--- config.mk ---
export PLATFORM = sky130hd
export DESIGN_NAME = pc_branch_ctrl
export DESIGN_NICKNAME = d
export VERILOG_FILES = /design/src/rtl/pc_branch_ctrl_pkg.sv /design/src/rtl/pc_branch_ctrl_branch_lut.sv /design/src/rtl/pc_branch_ctrl.sv
export SDC_FILE = /design/constraint.sdc
export NUM_CORES = 1
export LEC_CHECK = 0
export ABC_AREA = 0
export BUFFER_PORTS_ARGS = -buffer_cell sky130_fd_sc_hd__buf_4
export CAP_MARGIN = 30
export CELL_PAD_IN_SITES_DETAIL_PLACEMENT = 1
export CELL_PAD_IN_SITES_GLOBAL_PLACEMENT = 2
export CORE_MARGIN = 3
export CORE_UTILIZATION = 43
export DETAILED_ROUTE_END_ITERATION = 10
export MAX_ROUTING_LAYER = met4
export PLACE_DENSITY_LB_ADDON = 0.1
export SLEW_MARGIN = 25
export SYNTH_ARGS = -nofsm -noshare
export SYNTH_HDL_FRONTEND = slang
export SYNTH_SLANG_ARGS = --single-unit
--- constraint.sdc ---
create_clock -name clk -period 6.1 [get_ports clk]
set_input_delay 0.305 -clock clk [delete_from_list [all_inputs] [get_ports clk]]
set_output_delay 0.305 -clock clk [all_outputs]
set_load 0.005 [all_outputs]
--- src/rtl/pc_branch_ctrl_pkg.sv ---
// Shared definitions for the ALU-downstream sequencer: FSM states, default
// widths and the PC source selection used by the decoder.
package pc_branch_ctrl_pkg;

  localparam int PC_W_DEF      = 10;
  localparam int LUT_IDX_W_DEF = 4;
  localparam int CNT_W_DEF     = 16;

  typedef enum logic [1:0] {
    ST_IDLE = 2'd0,
    ST_RUN  = 2'd1,
    ST_HALT = 2'd2
  } state_e;

  // Next-PC source chosen by the control FSM each cycle.
  typedef enum logic [1:0] {
    PC_HOLD   = 2'd0,
    PC_LOAD   = 2'd1,
    PC_BRANCH = 2'd2,
    PC_INC    = 2'd3
  } pc_sel_e;

endpackage

--- src/rtl/pc_branch_ctrl_branch_lut.sv ---
// Branch target table: register file with one synchronous write port and one
// combinational read port; a same-cycle write is seen from the next cycle.
module branch_lut
  import pc_branch_ctrl_pkg::*;
#(
  parameter int IDX_W  = LUT_IDX_W_DEF,
  parameter int DATA_W = PC_W_DEF
) (
  input  logic              clk,
  input  logic              reset,
  input  logic              we,
  input  logic [IDX_W-1:0]  waddr,
  input  logic [DATA_W-1:0] wdata,
  input  logic [IDX_W-1:0]  raddr,
  output logic [DATA_W-1:0] rdata
);

  logic [DATA_W-1:0] mem [2**IDX_W];

  // NOTE: the table is small and must read as zero after reset, so every
  // entry is a resettable flop rather than an inferred RAM.
  always_ff @(posedge clk or posedge reset) begin
    if (reset) begin
      for (int i = 0; i < 2**IDX_W; i++) mem[i] <= '0;
    end else if (we) begin
      mem[waddr] <= wdata;
    end
  end

  assign rdata = mem[raddr];

endmodule

--- src/rtl/pc_branch_ctrl.sv ---
// Program counter sequencer: registers ALU flag/carry, resolves branches
// through branch_lut and runs the IDLE/RUN/HALT control FSM.
module pc_branch_ctrl
  import pc_branch_ctrl_pkg::*;
#(
  parameter int PC_W      = PC_W_DEF,
  parameter int LUT_IDX_W = LUT_IDX_W_DEF,
  parameter int CNT_W     = CNT_W_DEF
) (
  input  logic                 clk,
  input  logic                 reset,
  input  logic                 start,
  input  logic [PC_W-1:0]      start_addr,
  input  logic                 cnd_i,
  input  logic                 cnd_we,
  input  logic                 sc_i,
  input  logic                 sc_we,
  input  logic                 sc_clr,
  input  logic                 br_cond,
  input  logic                 br_uncond,
  input  logic [LUT_IDX_W-1:0] br_idx,
  input  logic                 halt_i,
  input  logic                 lut_we,
  input  logic [LUT_IDX_W-1:0] lut_waddr,
  input  logic [PC_W-1:0]      lut_wdata,
  output logic [PC_W-1:0]      pc_o,
  output logic                 flag_o,
  output logic                 sc_o,
  output logic                 running_o,
  output logic                 done_o,
  output logic [CNT_W-1:0]     cycle_cnt_o
);

  state_e           state_q, state_d;
  pc_sel_e          pc_sel;
  logic             cnt_clr, cnt_en;
  logic [PC_W-1:0]  pc_q, br_target;
  logic             flag_q, sc_q;
  logic [CNT_W-1:0] cnt_q;

  branch_lut #(
    .IDX_W  (LUT_IDX_W),
    .DATA_W (PC_W)
  ) u_lut (
    .clk   (clk),
    .reset (reset),
    .we    (lut_we),
    .waddr (lut_waddr),
    .wdata (lut_wdata),
    .raddr (br_idx),
    .rdata (br_target)
  );

  // NOTE: every output of this block gets a default first so no path leaves
  // a signal unassigned and infers a latch.
  always_comb begin
    state_d = state_q;
    pc_sel  = PC_HOLD;
    cnt_clr = 1'b0;
    cnt_en  = 1'b0;
    case (state_q)
      ST_IDLE, ST_HALT: begin
        if (start) begin
          state_d = ST_RUN;
          pc_sel  = PC_LOAD;
          cnt_clr = 1'b1;
        end
      end
      ST_RUN: begin
        if (start) begin
          pc_sel  = PC_LOAD;
          cnt_clr = 1'b1;
        end else begin
          // The HALT cycle itself still counts as a run cycle.
          cnt_en = 1'b1;
          if (halt_i)                           state_d = ST_HALT;
          else if (br_uncond || (br_cond && flag_q)) pc_sel = PC_BRANCH;
          else                                  pc_sel  = PC_INC;
        end
      end
      default: state_d = ST_IDLE;
    endcase
  end

  // NOTE: sequential state uses non-blocking assignments so every flop samples
  // pre-edge values; br_cond therefore always sees the old flag.
  always_ff @(posedge clk or posedge reset) begin
    if (reset) state_q <= ST_IDLE;
    else       state_q <= state_d;
  end

  always_ff @(posedge clk or posedge reset) begin
    if (reset) begin
      pc_q <= '0;
    end else begin
      case (pc_sel)
        PC_LOAD:   pc_q <= start_addr;
        PC_BRANCH: pc_q <= br_target;
        PC_INC:    pc_q <= pc_q + PC_W'(1);
        default:   pc_q <= pc_q;
      endcase
    end
  end

  always_ff @(posedge clk or posedge reset) begin
    if (reset) begin
      cnt_q <= '0;
    end else if (cnt_clr) begin
      cnt_q <= '0;
    end else if (cnt_en && (cnt_q != '1)) begin
      cnt_q <= cnt_q + CNT_W'(1);
    end
  end

  // Flag and carry follow the ALU only while a program is executing.
  always_ff @(posedge clk or posedge reset) begin
    if (reset) begin
      flag_q <= 1'b0;
      sc_q   <= 1'b0;
    end else if (state_q == ST_RUN) begin
      if (cnd_we) flag_q <= cnd_i;
      if (sc_clr)     sc_q <= 1'b0;
      else if (sc_we) sc_q <= sc_i;
    end
  end

  assign pc_o        = pc_q;
  assign flag_o      = flag_q;
  assign sc_o        = sc_q;
  assign running_o   = (state_q == ST_RUN);
  assign done_o      = (state_q == ST_HALT);
  assign cycle_cnt_o = cnt_q;

endmodule

**Yosys cells after proc, flatten, opt, wreduce, memory -nomap -nowiden**

Cells that the tools add are included.
Widths: inputs -> output; s select.

- Output and inout port bits: 30
- Flip-flop bits (word level): 190
- Word-level logic and storage cells: 74
- Input port bits: 40

- Eq/ne operators: 9
- Bitwise operators: 2
- Reduce and logical (&&, ||, !) cells: 13
- $lt $le $gt $ge: 3
- Multiplexer cells: 24
- Add/sub/neg operators: 2

Operator list:

| kind | number |
|---|---|
| $bwmux 160 | 1 |
| $bmux 10 s4 | 1 |
| $demux 10 s4 | 1 |
| $mux 16 | 2 |
| $mux 10 | 3 |
| $pmux 10 s3 | 1 |
| $add 16x1->16 const B | 1 |
| $ne 16x16->1 const B | 1 |
| $add 10x1->10 const B | 1 |
| $ge 5x5->1 const B | 2 |
| $mux 2 | 5 |
| $not 4->5 | 2 |
| $mux 1 | 8 |
| $pmux 2 s2 | 2 |
| $eq 2x2->1 const B | 3 |
| $ne 2x2->1 const B | 3 |
| $lt 5x1->1 const B | 1 |
| $eq 2x1->1 const B | 2 |
| $reduce_and 2->1 | 2 |
| $reduce_bool 2->1 | 2 |
| $logic_and 1x1->1 | 3 |
| $reduce_and 3->1 | 1 |
| $reduce_bool 3->1 | 1 |
| $reduce_or 3->1 | 1 |
| 3 further kinds | 3 |

**Longest topological paths before layout**

Gate-level depths: netlist (run 1).

- Depth after elaboration: 8
- Depth in mapped cells: 8
- Mapped depth without buffers: 6

**By module**

Synthesis (run 1) repeated with hierarchy kept, for this count alone.

- Cells, all modules: 646
- Area, all modules: 9167.5 um2

By module, submodules not included:

| module | times used | sequential area each (um2) | area an instance (um2) | cells an instance |
|---|---|---|---|---|
| branch_lut | 1 | 4003.8 | 7407.1 | 452 |
| pc_branch_ctrl | 1 | 750.7 | 1760.4 | 194 |

**Worst setup path after synthesis (run 1)**

OpenSTA, ideal clock, no wires.

- Kind: register to register
- Start point: register state_q[1]
- End point: register pc_q[4] (netlist: pc_o[4])
- Clock period less this slack: 1.792 ns
- Cell stages (with the launch flop): 8
- Arrival time: 1.664 ns
- Path buffers: 2
- Data required time: 5.972 ns
- Library setup time: 0.128 ns
- Slack: 4.308 ns
- Path through: dfrtp_1 > buf_2 > or4b_1 > buf_2 > nor2_1 > nand2_1 > a211oi_1 > nor3_1

- Longest elaborated chain between the ends: 5

Ends and longest elaborated chain:

| element | RTL line | source |
|---|---|---|
| start, declared | pc_branch_ctrl.sv:34 | `state_e state_q, state_d;` |
| start signal, assigned | pc_branch_ctrl.sv:89 | `else state_q <= state_d;` |
| $eq 2x2->1 / $logic_not 2->1 (equally long branches) | pc_branch_ctrl.sv:61 | `case (state_q)` |
| $reduce_or 2->1 | pc_branch_ctrl.sv:61 |  |
| $pmux 2 s2 (*) | pc_branch_ctrl.sv:61 |  |
| $eq 2x2->1 / $eq 2x1->1 (equally long branches) | pc_branch_ctrl.sv:96 | `case (pc_sel)` |
| $pmux 10 s3 / $reduce_bool 3->1 (equally long branches) | - |  |
| end signal, assigned | pc_branch_ctrl.sv:97 | `PC_LOAD: pc_q <= start_addr;` |
| end signal, assigned | pc_branch_ctrl.sv:98 | `PC_BRANCH: pc_q <= br_target;` |
| end signal, assigned | pc_branch_ctrl.sv:99 | `PC_INC: pc_q <= pc_q + PC_W'(1);` |
| end, declared | pc_branch_ctrl.sv:37 | `logic [PC_W-1:0] pc_q, br_target;` |

Every way passes the cells marked *; elsewhere a longest branch is shown, timed or not.
A chain may end at the register's enable or synchronous reset.

**Worst setup path after layout (run 1)**

Same ends and word-level chain as after synthesis.

==> results of run 1 <==
-- stage by stage --
stage	setup slack, ns	hold WS, ns	power [mW]	utilization, %	cells
2_1_floorplan	0.625	0.394	2.14	-	669
3_3_place_gp	3.80	0.404	2.31	48.0	976
3_5_place_dp	3.74	0.419	2.36	48.1	976
4_1_cts	3.80	0.0283	3.49	51.1	1009
5_1_grt	3.68	0.0301	3.64	51.1	1009
6_report	3.81	0.0453	3.46	51.1	1009
-- synthesized netlist by cell type (all sizes together), types with 2 or more instances --
cell / instances / area share [%]
dfrtp: 190 / 52
mux2: 171 / 21
mux4: 33 / 8.1
nor2: 32 / 1.5
buf: 23 / 1.5
mux2i: 22 / 2.4
nand3: 20 / 1.1
nand2: 19 / 0.78
a21oi: 17 / 0.93
clkbuf: 16 / 0.66
o21ai: 16 / 0.87
nand4: 11 / 0.89
nor3: 10 / 0.71
xor2: 10 / 0.96
nor2b: 8 / 0.55
a31oi: 7 / 0.48
inv: 5 / 0.20
o22ai: 5 / 0.34
a22o: 4 / 0.38
or3: 4 / 0.27
a211oi: 3 / 0.25
a22oi: 3 / 0.25
and3: 3 / 0.20
nand2b: 3 / 0.20
nand3b: 3 / 0.25
nor4: 3 / 0.44
o211ai: 3 / 0.25
a32oi: 2 / 0.19
and4: 2 / 0.19
ha: 2 / 0.27
nor3b: 2 / 0.16
o221ai: 2 / 0.19
or2: 2 / 0.14
xnor2: 2 / 0.19
-- where the power goes --
| part | internal, mW | leakage (nW) | switching (mW) |
|---|---|---|---|
| sequential | 1.52 | 2.35 | 0.165 |
| clock | 0.560 | 0.296 | 0.566 |
| combinational | 0.385 | 1.86 | 0.262 |
| total | 2.47 | 4.50 | 0.993 |
-- area by class of cell --
class | instances | area [um2]
fillers | 2079 | 10100
repair buffers | 77 | 581
clock buffers | 17 | 425
multi-input cells | 435 | 4200
flip-flops and latches | 190 | 4750
well taps | 270 | 338
clock inverters | 15 | 184
inverters | 5 | 23.8
-- cells by family after synthesis --
group           after synthesis  synth area share (%)
compound gates               68                  4.67
xor+xnor                     12                  1.15
fa+ha+maj                     2                 0.273
buf+inv                      44                  2.36
flops                       190                  51.9
mux                         226                  31.5
simple gates                127                  8.10
-- layer usage --
metal,part of all wire [%],up-vias
met3,2.7,16
met1,48,3184
met4,0.92,0
li1,-,2611
met2,48,102
met5,0,-
-- worst max-delay path by stage --
stage | startpoint | to | slack, ns | depth (start not counted)
after global placement | br_idx[1] | pc_o[9]$_DFFE_PP0P_ | 3.80 | 5
final | state_q[1]$_DFFE_PP0P_ | pc_o[4]$_DFFE_PP0P_ | 3.81 | 5
after global routing | state_q[0]$_DFFE_PP0P_ | pc_o[9]$_DFFE_PP0P_ | 3.68 | 5
after CTS | state_q[1]$_DFFE_PP0P_ | pc_o[4]$_DFFE_PP0P_ | 3.80 | 5
after floorplan | reset | cycle_cnt_o[0]$_DFFE_PP0P_ | 0.62 | 1
after detailed placement | br_idx[1] | pc_o[9]$_DFFE_PP0P_ | 3.74 | 5
-- sequential cells by signal, indices dropped and copies added, names as in the netlist --
signal and flops:
u_lut.mem 160, cycle_cnt_o 16, pc_o 10, state_q 2, flag_o 1, sc_o 1
-- worst max-delay path, cell delays in order (launching register included) --
cell	delay [ns]
dfrtp_1	0.51
or4b_1	0.73
nor2_1	0.38
a21oi_1	0.11
o21ai_0	0.31
nor3_1	0.13
-- what timing repair did --
action | 4_1_cts | 5_1_grt
hold buffers | 1 | 0
setup buffers | 0 | 0
hold endpoints to repair | 57 | 0
==> flow_summary.ini, run 1 <==
[yosys]
ys_async_sr_fraction_pct = 100
ys_warn_count = 0
synth_edf_count = 0
netlist_area_um2 = 9160
syn_nets = 711
seq_area_frac_synth_pct = 51.9
synthFlopType = dfrtp_1
yosys_register_bits = 190
syn_inst = 669
ys_types = 55
synth_area_per_cell_um2 = 13.7

[critical_path]
reg2reg_slack_ns = 3.81
start_kind = flip-flop
worstReg2RegStart = state_q[1]$_DFFE_PP0P_
timing.rr.end = pc_o[4]$_DFFE_PP0P_
path_max_fanout = 11
crit_arrival_ns = 2.60
end_kind = flip-flop
required_ns = 6.40
path_class = reg2reg
reg2reg_depth = 5

[sta]
tns_ns = 0
finalHoldViolations = 0
finClkSkew_ns = 0.00911
finalMaxSlewViolations = 0
rsz0062_at_grt = no
fin_crit_ns = 2.29
max_slew.worst_pin.slew_ns = 0.946
finalSetupViolCount = 0
max_freq_mhz = 436
post-route-period-util_pct = 37.6
slew_headroom_pct = 36.9

[detailed_routing]
drc = 0
viasPerCell = 5.86
dr.pass1.iters = 4
vias = 5913
dr.first_iter.drc_count = 289
avgRoutedWirePerCell_um = 24.0
ant_nets = 0
wl_mm = 24.2

[hold_path]
worstHoldPathCells = 2
hold_path.class = in2reg
hp-start = sc_clr
holdPathEnd = sc_o$_DFFE_PP0P_

[global_routing]
use_met2_pct = 34.5
antenna_found_initial = 0
grt_use_met1_pct = 31.0
overflow = 0
grt-busiest-layer = met2
met3_usage_pct = 3.64
first_global_vias = 6497
grt_pass1_wl_mm = 39.0
grt_max_degree = 70
track_usage_pct = 22.1

[floorplan]
die_w_um = 152
die-area_um2 = 23100
num_rows = 52
die_y_um = 152
initial_core_util_pct = 44.6
io_pins = 70
design.core.area_um2 = 20600

[clock_tree]
root_buffer = clkbuf_16
postCtsResizedCells = 0
cts_sinks = 190
cts_htree_levels = 4
numCtsBuffers = 17
cts_tree = done
clock_latency_ns = 0.44
clk_pin_slew_ns = 0.08
clk_path_buf_depth = 2

[pwr]
powerDensity_nw_per_um2 = 330
p_leak_nw = 4.50
peakVddDrop_mv = 0.166

[cells_and_area]
drive_above_1_share_pct = 44.7
final_common_cell = dfrtp_1
n_antenna_cell = 0
final_area_um2 = 10500
fin_nets = 768
area_growth_pct = 14.6
final_cell_mix = dfrtp_1 (190), mux2_2 (171), buf_4 (76)

[place]
gp_congestion = 0.789
placed_area_um2 = 9880
numPortBuffers = 69
dpl.hpwl_mm = 15.9

[run_status]
status = finished, final reports clean

[flow_run]
drv_cap = 0
No activity file was read; power rests on OpenSTA's default activity.
==> inputs of run 2 (changes only) <==
- clock period: 6.1 -> 2.2 ns (I/O delays scaled with it)
==> flow_summary.ini, run 2 (synthesis results as in run 1) <==
[sta]
finClkSkew_ns = 0.0118
slew_headroom_pct = 45.0
finalSetupViolCount = 0
rsz0062_at_grt = no
fin_crit_ns = 2.00
max_freq_mhz = 501
finalMaxSlewViolations = 0
hold_slack_ns = 0.0191
finalHoldViolations = 0
post-route-period-util_pct = 90.8
tns_ns = 0
max_slew.worst_pin.slew_ns = 0.824

[cells_and_area]
utilization_pct = 52.7
fillers = 2099
final_common_cell = dfrtp_1
instances_no_fill = 1045
regMostFlops = u_lut.mem
drive_above_1_share_pct = 46.5
fin_nets = 804
final_cell_mix = dfrtp_1 (190), mux2_2 (171), buf_4 (100)
multi_input_area_um2 = 4190
largest_reg_flops = 160
area_growth_pct = 18.4
register_area_um2 = 4750
n_antenna_cell = 0

[floorplan]
die_y_um = 152
design.core.area_um2 = 20600
num_rows = 52
die-area_um2 = 23100
io_pins = 70
initial_core_util_pct = 44.6
die_w_um = 152

[clock_tree]
cts_htree_levels = 4
clk_pin_slew_ns = 0.08
clk_path_buf_depth = 2
root_buffer = clkbuf_16
clock_latency_ns = 0.43
cts_tree = done
cts_sinks = 190
numCtsBuffers = 17

[detailed_routing]
viasPerCell = 5.81
dr.first_iter.drc_count = 306
drc = 0
ant_nets = 0
wl_mm = 25.3
dr.pass1.iters = 4
avgRoutedWirePerCell_um = 24.2
vias = 6069

[global_routing]
antenna_found_initial = 0
grt_max_degree = 113
grt_pass1_wl_mm = 39.9
overflow = 0
track_usage_pct = 22.9
first_global_vias = 6637

[critical_path]
cp_slowest_cell = or4b_1
cp_num_buf_inv = 0
start_kind = flip-flop
cp_top_family = simple AND/OR/NAND/NOR gates
path_max_fanout = 12
cpPeakStageDelay_ns = 0.61
end_kind = flip-flop
required_ns = 2.51
path_class = reg2reg
worstPathCellList = or4b_1 > nor2_1 > nand2_1 > a211oi_1 > nor3_1
crit_arrival_ns = 2.30

[pwr]
peakVddDrop_mv = 0.622
powerDensity_nw_per_um2 = 895
p_leak_nw = 4.69
power_mw = 9.70

[place]
dpl.cell_count = 1006
numPortBuffers = 69
gp_congestion = 0.855
dpl.hpwl_mm = 17.3

[flow_run]
drv_cap = 0

[run_status]
status = finished, final reports clean

[hold_path]
hold_path.class = in2reg
run 2: cell count changes in the layout (fill, tap and decap cells not counted), sizes merged:
cell | before | now
dlygate4sd3 | 1 | 7
clkinvlp | 0 | 2
bufinv | 0 | 1
buf | 76 | 106
inv | 14 | 12
clkinv | 6 | 5
run 2: path summary, 6_finish.rpt:
| path | startpoint | end | slack, ns | depth (start not counted) |
|---|---|---|---|---|
| worst max-delay path | state_q[0]$_DFFE_PP0P_ | pc_o[4]$_DFFE_PP0P_ | 0.20 | 5 |
| worst min-delay path | start_addr[1] | pc_o[1]$_DFFE_PP0P_ | 0.02 | 3 |
| worst max register to register | state_q[0]$_DFFE_PP0P_ | pc_o[4]$_DFFE_PP0P_ | 0.20 | 5 |
| worst min register to register | u_lut.mem[98]$_DFFE_PP0P_ | u_lut.mem[98]$_DFFE_PP0P_ | 0.51 | 1 |
| max in group asynchronous | reset | u_lut.mem[7]$_DFFE_PP0P_ | 1.27 | 4 |
| min in group asynchronous | reset | u_lut.mem[77]$_DFFE_PP0P_ | 0.39 | 4 |
run 2: worst reg2reg max path: cells and delay by family, from the launching register on:
kind	cells	cell delay [ns]
DFF	1	0.53
and+or+nand+nor	4	1.12
AOI/OAI and AO/OA	1	0.21
run 2: layer usage:
metal  wire length (um)  up-vias  global-route usage [%]
li1                   -     2692                       -
met1              11700     3240                    31.2
met2              12400      119                    36.8
met3               1020       18                    3.92
met4                248        0                    4.54
met5                  0        -                       -
run 2: final cells by class:
class / instances / area share, %
Multi-Input combinational cell: 435 / 38.6
Clock buffer: 17 / 3.92
Tap cell: 270 / 3.12
Inverter: 5 / 0.208
Timing Repair Buffer: 113 / 8.68
Sequential cell: 190 / 43.8
Clock inverter: 15 / 1.59
run 2: what timing repair did:
item / in CTS / in global routing
resized for setup: 0 / 0
hold buffers: 7 / 0
setup buffers: 0 / 0
hold endpoints to repair: 194 / 0
run 2: report_power, final:
part / switching [mW] / internal (mW) / total, mW
Clock: 1.50 / 1.63 / 3.12
Combinational: 0.767 / 1.13 / 1.89
Sequential: 0.456 / 4.23 / 4.68
run 2: per-stage QoR:
step | area [um2] | worst slack (ns)
detailed placement | 10200 | 0.101
global placement | 10200 | 0.126
CTS | 10800 | 0.213
floorplan | 9160 | -0.358
finish | 10800 | 0.203
global route | 10800 | 0.0642
==> inputs of run 3 (changes only) <==
--- a/config.mk
+++ b/config.mk
@@ -8,2 +8,3 @@
 export ABC_AREA = 0
+export ABC_CLOCK_PERIOD_IN_PS = 2200
 export BUFFER_PORTS_ARGS = -buffer_cell sky130_fd_sc_hd__buf_4
==> constraint.sdc (replaced) <==
create_clock -name clk -period 2.2 [get_ports clk]
set_input_delay 0.44 -clock clk [delete_from_list [all_inputs] [get_ports clk]]
set_output_delay 0.44 -clock clk [all_outputs]
set_load 0.005 [all_outputs]
==> flow_summary.ini, run 3 (synthesis results as in run 1) <==
[cells_and_area]
utilization_pct = 52.8
instances_no_fill = 1048
n_antenna_cell = 0
regMostFlops = u_lut.mem
area_growth_pct = 18.6
final_area_um2 = 10900
final_cell_mix = dfrtp_1 (190), mux2_2 (171), buf_4 (111)
largest_reg_flops = 160
final_common_cell = dfrtp_1
fin_nets = 808
drive_above_1_share_pct = 47.7

[critical_path]
startpoint = state_q[1]$_DFFE_PP0P_
worstReg2RegStart = state_q[1]$_DFFE_PP0P_
end_kind = flip-flop
path_class = reg2reg
timing.rr.end = pc_o[6]$_DFFE_PP0P_
start_kind = flip-flop
path_max_fanout = 6
crit_arrival_ns = 2.40
reg2reg_slack_ns = 0.11
required_ns = 2.51
reg2reg_depth = 5

[detailed_routing]
viasPerCell = 5.77
dr.first_iter.drc_count = 319
dr.pass1.iters = 4
vias = 6049
ant_nets = 0
avgRoutedWirePerCell_um = 24.5
drc = 0
wl_mm = 25.7

[sta]
rsz0062_at_grt = no
finalHoldViolations = 0
finClkSkew_ns = 0.0132
max_freq_mhz = 478
max_slew.worst_pin.slew_ns = 0.558
fin_crit_ns = 2.09
finalSetupViolCount = 0
hold_slack_ns = 0.135
finalMaxSlewViolations = 0
post-route-period-util_pct = 95.2
slew_headroom_pct = 62.4

[clock_tree]
cts_sinks = 190
postCtsSetupRepairBufs = 0
ctsHoldBuffers = 0
clk_pin_slew_ns = 0.07
numCtsBuffers = 17
root_buffer = clkbuf_16
clk_path_buf_depth = 2
cts_tree = done
clock_latency_ns = 0.44
cts_htree_levels = 4

[place]
dpl.hpwl_mm = 17.7
gp_congestion = 0.827
dpl.cell_count = 1017
placed_area_um2 = 10300
numPortBuffers = 69

[floorplan]
die_w_um = 152
die_y_um = 152
num_rows = 52
design.core.area_um2 = 20600
io_pins = 70
initial_core_util_pct = 44.6
die-area_um2 = 23100

[pwr]
power_frac_seq_pct = 48.1
p_leak_nw = 4.71
power_switching_mw = 2.68
clkPwrFrac_pct = 32.6
power.internal_mw = 7.07
peakVddDrop_mv = 0.475
power_mw = 9.75
p_sw_share_pct = 27.5
powerDensity_nw_per_um2 = 898
combPwrFrac_pct = 19.2

[hold_path]
hold_path.class = in2async

[run_status]
status = finished, final reports clean

[global_routing]
antenna_found_initial = 0
track_usage_pct = 23.5
overflow = 0
first_global_vias = 6794
grt_pass1_wl_mm = 40.9
grt_max_degree = 74

[flow_run]
drv_cap = 0
run 3: cell count changes in the layout (fill, tap and decap cells not counted):
cell	change
clkinvlp_4	+1
inv_8	-2
dlygate4sd3_1	-7
clkinv_4	-1
bufinv_16	+1
nor2_1	-1
o21ai_0	-1
buf_4	+11
nor2_2	+1
o21ai_1	+1
run 3: final cells by class:
cell class / count / area (um2)
fill: 2099 / 9700
sequential: 190 / 4750
multi-input combinational: 435 / 4190
timing repair buffer: 117 / 953
clock buffer: 17 / 425
tap: 270 / 338
clock inverter: 14 / 179
inverter: 5 / 22.5
run 3: how the worst max path moves through the flow:
stage	endpoint	slack [ns]	cells after the start
global placement	pc_o[4]$_DFFE_PP0P_	-0.16	6
finish	pc_o[6]$_DFFE_PP0P_	0.11	5
detailed placement	pc_o[4]$_DFFE_PP0P_	-0.15	6
global route	pc_o[6]$_DFFE_PP0P_	0.03	5
floorplan	cycle_cnt_o[0]$_DFFE_PP0P_	-0.69	1
CTS	pc_o[6]$_DFFE_PP0P_	0.05	5
run 3: layer usage:
metal  global-route usage, %  vias up  part of all wire (%)
li1                        -     2689                     -
met1                    32.1     3192                    44
met2                    36.6      149                    48
met3                    5.29       19                   7.3
met4                    5.05        0                   1.3
met5                       -        -                     0
run 3: through the flow:
stage	worst slack [ns]	setup TNS (ns)
finish	0.106	0
global route	0.0321	0
CTS	0.0480	0
detailed placement	-0.150	-0.579
global placement	-0.160	-0.542
floorplan	-0.688	-130.81
run 3: critical path, stage by stage, from the launching register on:
cell	delay, ns
dfrtp_1	0.47
or4b_1	0.62
nor2_2	0.29
o21ai_0	0.13
a21oi_1	0.38
nor3_1	0.09
run 3: power by group through the flow:
stage | registers [mW] | clock network [mW] | logic [mW]
floorplan | 4.56 | 0 | 1.37
global placement | 4.68 | 0 | 1.81
detailed placement | 4.75 | 0 | 1.89
CTS | 4.69 | 3.25 | 1.90
global route | 4.78 | 3.43 | 2.04
finish | 4.69 | 3.18 | 1.87
run 3: repair_timing:
item	4_1_cts	5_1_grt
setup endpoints to repair	1	2
hold endpoints to repair	0	0
resized for setup	1	1
